$ cat src/rtl/blink_pkg.sv
// rtl/blink_pkg.sv - mode encodings and mode helpers shared by the LED controller
package blink_pkg;

    typedef enum logic [1:0] {
        MODE_OFF  = 2'd0,
        MODE_SLOW = 2'd1,
        MODE_FAST = 2'd2,
        MODE_ON   = 2'd3
    } mode_e;

    function automatic mode_e next_mode(input mode_e m);
        next_mode = MODE_OFF;
        case (m)
            MODE_OFF:  next_mode = MODE_SLOW;
            MODE_SLOW: next_mode = MODE_FAST;
            MODE_FAST: next_mode = MODE_ON;
            MODE_ON:   next_mode = MODE_OFF;
        endcase
    endfunction

    // LED level loaded on entering a mode: dark only in OFF
    function automatic logic entry_led(input mode_e m);
        return (m != MODE_OFF);
    endfunction

endpackage

$ cat src/rtl/btn_debounce.sv
// rtl/btn_debounce.sv - button synchronizer, debounce counter and press-edge detector
module btn_debounce #(
    parameter int DEB_TC = 65535
) (
    input  logic Clk,
    input  logic Rst,
    input  logic Btn,
    output logic press
);

    localparam logic [15:0] DEB_TC_W = 16'(DEB_TC);

    logic        r_sync1;
    logic        r_sync2;
    logic        r_stable;
    logic        r_stable_d;
    logic [15:0] r_cnt;

    // Stable level only flips after DEB_TC+1 consecutive differing samples
    always_ff @(posedge Clk or negedge Rst) begin
        if (!Rst) begin
            r_sync1    <= 1'b0;
            r_sync2    <= 1'b0;
            r_stable   <= 1'b0;
            r_stable_d <= 1'b0;
            r_cnt      <= 16'd0;
        end else begin
            r_sync1    <= Btn;
            r_sync2    <= r_sync1;
            r_stable_d <= r_stable;
            if (r_sync2 == r_stable) begin
                r_cnt <= 16'd0;
            end else if (r_cnt == DEB_TC_W) begin
                r_stable <= r_sync2;
                r_cnt    <= 16'd0;
            end else begin
                r_cnt <= r_cnt + 16'd1;
            end
        end
    end

    assign press = r_stable & ~r_stable_d;

endmodule

$ cat src/rtl/blink_mode_ctrl.sv
// rtl/blink_mode_ctrl.sv - four-mode LED controller: press-stepped FSM, prescaler, LED and tick
module blink_mode_ctrl
    import blink_pkg::*;
#(
    parameter int CNT_W   = 24,
    parameter int DEB_TC  = 65535,
    parameter int SLOW_TC = 16777215,
    parameter int FAST_TC = 4194303
) (
    input  logic       Clk,
    input  logic       Rst,
    input  logic       Btn,
    output logic       Led,
    output logic [1:0] Mode,
    output logic       Tick
);

    localparam logic [CNT_W-1:0] SLOW_TC_W = CNT_W'(SLOW_TC);
    localparam logic [CNT_W-1:0] FAST_TC_W = CNT_W'(FAST_TC);

    mode_e            r_mode;
    mode_e            w_mode_nxt;
    logic [CNT_W-1:0] r_cnt;
    logic [CNT_W-1:0] w_cnt_nxt;
    logic [CNT_W-1:0] w_tc;
    logic             r_led;
    logic             w_led_nxt;
    logic             r_tick;
    logic             w_tick_nxt;
    logic             w_press;

    btn_debounce #(
        .DEB_TC (DEB_TC)
    ) u_btn_debounce (
        .Clk   (Clk),
        .Rst   (Rst),
        .Btn   (Btn),
        .press (w_press)
    );

    always_ff @(posedge Clk or negedge Rst) begin
        if (!Rst) begin
            r_mode <= MODE_OFF;
            r_cnt  <= '0;
            r_led  <= 1'b0;
            r_tick <= 1'b0;
        end else begin
            r_mode <= w_mode_nxt;
            r_cnt  <= w_cnt_nxt;
            r_led  <= w_led_nxt;
            r_tick <= w_tick_nxt;
        end
    end

    // A press overrides a coincident terminal count: no toggle, prescaler restarts
    always_comb begin
        w_mode_nxt = r_mode;
        w_cnt_nxt  = '0;
        w_led_nxt  = r_led;
        w_tick_nxt = 1'b0;
        w_tc       = (r_mode == MODE_FAST) ? FAST_TC_W : SLOW_TC_W;
        if (w_press) begin
            w_mode_nxt = next_mode(r_mode);
            w_led_nxt  = entry_led(next_mode(r_mode));
        end else if (r_mode == MODE_SLOW || r_mode == MODE_FAST) begin
            if (r_cnt == w_tc) begin
                w_led_nxt  = ~r_led;
                w_tick_nxt = 1'b1;
            end else begin
                w_cnt_nxt = r_cnt + CNT_W'(1);
            end
        end
    end

    assign Mode = r_mode;
    assign Led  = r_led;
    assign Tick = r_tick;

endmodule

$ cat config.mk
export PLATFORM = sky130hd
export DESIGN_NAME = blink_mode_ctrl
export DESIGN_NICKNAME = d
export VERILOG_FILES = /design/src/rtl/blink_pkg.sv /design/src/rtl/btn_debounce.sv /design/src/rtl/blink_mode_ctrl.sv
export SDC_FILE = /design/constraint.sdc
export NUM_CORES = 1
export LEC_CHECK = 0
export CELL_PAD_IN_SITES_DETAIL_PLACEMENT = 0
export CELL_PAD_IN_SITES_GLOBAL_PLACEMENT = 2
export CORE_MARGIN = 2
export CORE_UTILIZATION = 40
export CTS_CLUSTER_SIZE = 12
export DETAILED_ROUTE_END_ITERATION = 12
export PLACE_DENSITY = 0.9
export SLEW_MARGIN = 20
export SYNTH_ARGS = -nofsm -noshare
export SYNTH_HDL_FRONTEND = slang
export SYNTH_SLANG_ARGS = --single-unit
$ cat constraint.sdc
create_clock -name Clk -period 2.6 [get_ports Clk]
set_clock_uncertainty 0.2 [all_clocks]
set_input_delay 0.52 -clock Clk [delete_from_list [all_inputs] [get_ports Clk]]
set_output_delay 0.52 -clock Clk [all_outputs]
set_load 0.005 [all_outputs]
==> metrics.md <==
| Metric | Value |
|---|---|
| Final period utilization | `about 88%` |
| Most frequent cells in the layout | `dfrtp_1, nor2_1, nand3_1` |
| Total CTS buffers | `5` |
| Antenna cells | `0` |
| Die Height | `around 81 um` |
| Mapped Nets | `about 250` |
| Max cap viols | `0` |
| Vias | `1,730` |
| # DRC | `0` |
| Final hold slack | `-0.008372 ns` |
| Area grow syn2layout | `9.931%` |
| Max Clock Freq | `437.3 MHz` |
| Max_slew headroom | `between 60% and 70%` |
| Largest net degree at the start of global routing | `26` |
| Vias/cell | `about 5.4` |
| Final nets | `roughly 260` |
| Critical path class | `reg2reg` |
| YS warnings | `0` |
| Avg WL per Cell | `13.46 um` |
| Worst setup path start | `r_cnt[0]$_DFF_PN0_` |
| CTS tree | `yes` |
| Dpl hpwl | `around 3.0 mm` |
| Die area | `~6600 um2` |
| Yosys reg bits | `between 40 and 50` |
| Maximum vdd drop | `approximately 0.20 mV` |
| Async SR Flop Fraction | `100.0%` |
| Primary FF master, synth | `dfrtp_1` |
| GRT Resource Usage Total | `between 10% and 20%` |
| Initial Util | `around 40%` |
| Most common cell after layout, fill and taps aside | `dfrtp_1` |
| Crit start category | `flip-flop` |
| Synth top area share | `50.71%` |
| Reg2reg setup slack | `between 0.3 and 0.4 ns` |
| Cell row count | `28` |
| Clock slew at reported path FFs | `about 0.090 ns` |
| Reg2reg start | `r_cnt[0]$_DFF_PN0_` |
| Slew Limit Fails | `0` |
| Final wirelength | `4.348 mm` |
| Leakage | `1.031 nW` |
| Status | `finished with violations` |
| Mean post-synth cell area | `between 9 and 10 um2` |
| Crit end category | `flip-flop` |
| Final setup viols | `0` |
| Grt total ovfl | `0` |
| H-Tree Depth | `2` |
| R2R Path End | `r_cnt[22]$_DFF_PN0_` |
| CTS sink cnt | `48` |
| Clock Path Buffers | `2` |
| Root Buffer | `clkbuf_8` |
| Measured slew at the worst slew-check pin | `about 0.54 ns` |
| CTS resizes | `0` |
| Skew-Pair Late Insertion Delay | `about 0.30 ns` |
| GPL Wtd Cong | `approximately 0.73` |
| Placeable core area | `about 5800 um2` |
| Reg2Reg Depth | `5` |
| Yosys cell types | `36` |
| Cell taking the most area after synthesis | `dfrtp_1` |
| Synth Cell Area | `between 2000 and 2500 um2` |
| Cell Pwr Density | `464.2 nW/um2` |
| Tmin final | `approximately 2.3 ns` |
| Worst Path Arrival | `approximately 2.3 ns` |
| RSZ-0062 raised after global routing | `no` |
| Setup TNS | `0 ns` |
| Worst hold-check path type | `in2async` |
| Max FO, Critical Path | `9` |
| Post-synth EDFFs | `0` |
| Post CTS Setup Buffer Count | `0` |
| Post-Syn Instances | `approximately 240` |
| Sequential element share of the synthesized area | `around 51%` |
| Die W | `80.95 um` |
| Violated checks | `hold timing` |
| Hold_buf cts | `0` |
| I/O pins | `7` |
| Fin. Hold Viols | `13` |
| Drt first pass iters | `4` |
| Drt first-iter violations | `140` |
| Initial antenna violation count | `0` |
| Buffers added on ports | `6` |
| First-pass GRT wire length | `~8.0 mm` |
| Critical Path RT | `~2.6 ns` |
| ANT nets after route | `0` |
| Number of global-route vias before repair | `1,679` |
| Share of cells above drive strength 1 | `approximately 7.7%` |
| Synth area leaders | `dfrtp_1, xor2_1, nor2_1, xnor2_1, nand3_1` |
synthesized netlist by cell type (3+ instances only):
cell type and instances:
dfrtp_1 48, nor2_1 30, nand3_1 16, nand2_1 13
xor2_1 13, nand4_1 12, a21oi_1 11, xnor2_1 11
o21ai_0 9, or4_1 8, inv_1 7, or3_1 7
nor4_1 6, and4_1 5, clkbuf_1 5, ha_1 5
and3_1 3, buf_2 3, o211ai_1 3, o31ai_1 3
state kept, by name, indices dropped and copies added, names as in the netlist:
name	flops
Mode	2
r_cnt	24
u_btn_debounce.r_stable_d	1
u_btn_debounce.r_sync1	1
Tick	1
u_btn_debounce.r_sync2	1
Led	1
u_btn_debounce.r_stable	1
u_btn_debounce.r_cnt	16
where the power goes:
group / leakage (nW) / switching (mW) / internal [mW]
Combinational: 0.327 / 0.0220 / 0.00913
Sequential: 0.664 / 0.00430 / 0.751
Clock: 0.0410 / 0.239 / 0.183
Total: 1.03 / 0.265 / 0.944
how the worst max path moves through the flow:
stage	endpoint	cells past startpoint
floorplan	r_cnt[10]$_DFF_PN0_	7
CTS	r_cnt[22]$_DFF_PN0_	5
finish	r_cnt[22]$_DFF_PN0_	5
detailed placement	r_cnt[22]$_DFF_PN0_	5
global route	r_cnt[2]$_DFF_PN0_	7
global placement	r_cnt[22]$_DFF_PN0_	5
layer usage:
metal / up-vias / wire [um] / track usage (%)
met4: 0 / 61 / 5.424
met1: 825 / 2201 / 21.29
met3: 6 / 120 / 3.667
met5: - / 0 / 0
li1: 873 / - / -
met2: 26 / 1964 / 23.97
cells by family after synthesis:
kind of cell | share of synthesized area, %
AO/OA/AOI/OAI | 8.029
multiplexers | 0.9508
buffers and inverters | 2.536
adder cells (fa/ha/maj) | 2.641
AND/OR/NAND/NOR | 26.26
flip-flops | 50.71
XOR/XNOR | 8.875
through the flow:
step                      cells  cell area (um2)  setup WS, ns  power (mW)  utilization [%]
final                       323             2604        0.3130       1.209            44.77
after global routing        323             2604        0.1655       1.265            44.77
after floorplan             238             2369        0.3981      0.7795                -
after detailed placement    316             2526        0.3287      0.8034            43.44
after global placement      316             2526        0.3932      0.8032            43.44
after CTS                   323             2604        0.3115       1.232            44.77
area by class of cell:
type	count	area, um2
clock inverters	1	5.005
multi-input cells	175	1112
clock buffers	6	72.57
fillers	591	3212
flip-flops and latches	48	1201
well taps	75	93.84
repair buffers	11	92.59
inverters	7	26.28
critical path, stage by stage, from the launching register on:
cell and delay (ns):
dfrtp_1 0.40, ha_1 0.23, nand4_1 0.10, or4_1 0.62
or4_1 0.51, a21oi_1 0.16
Note: power is estimated with default switching activity, not from simulation.
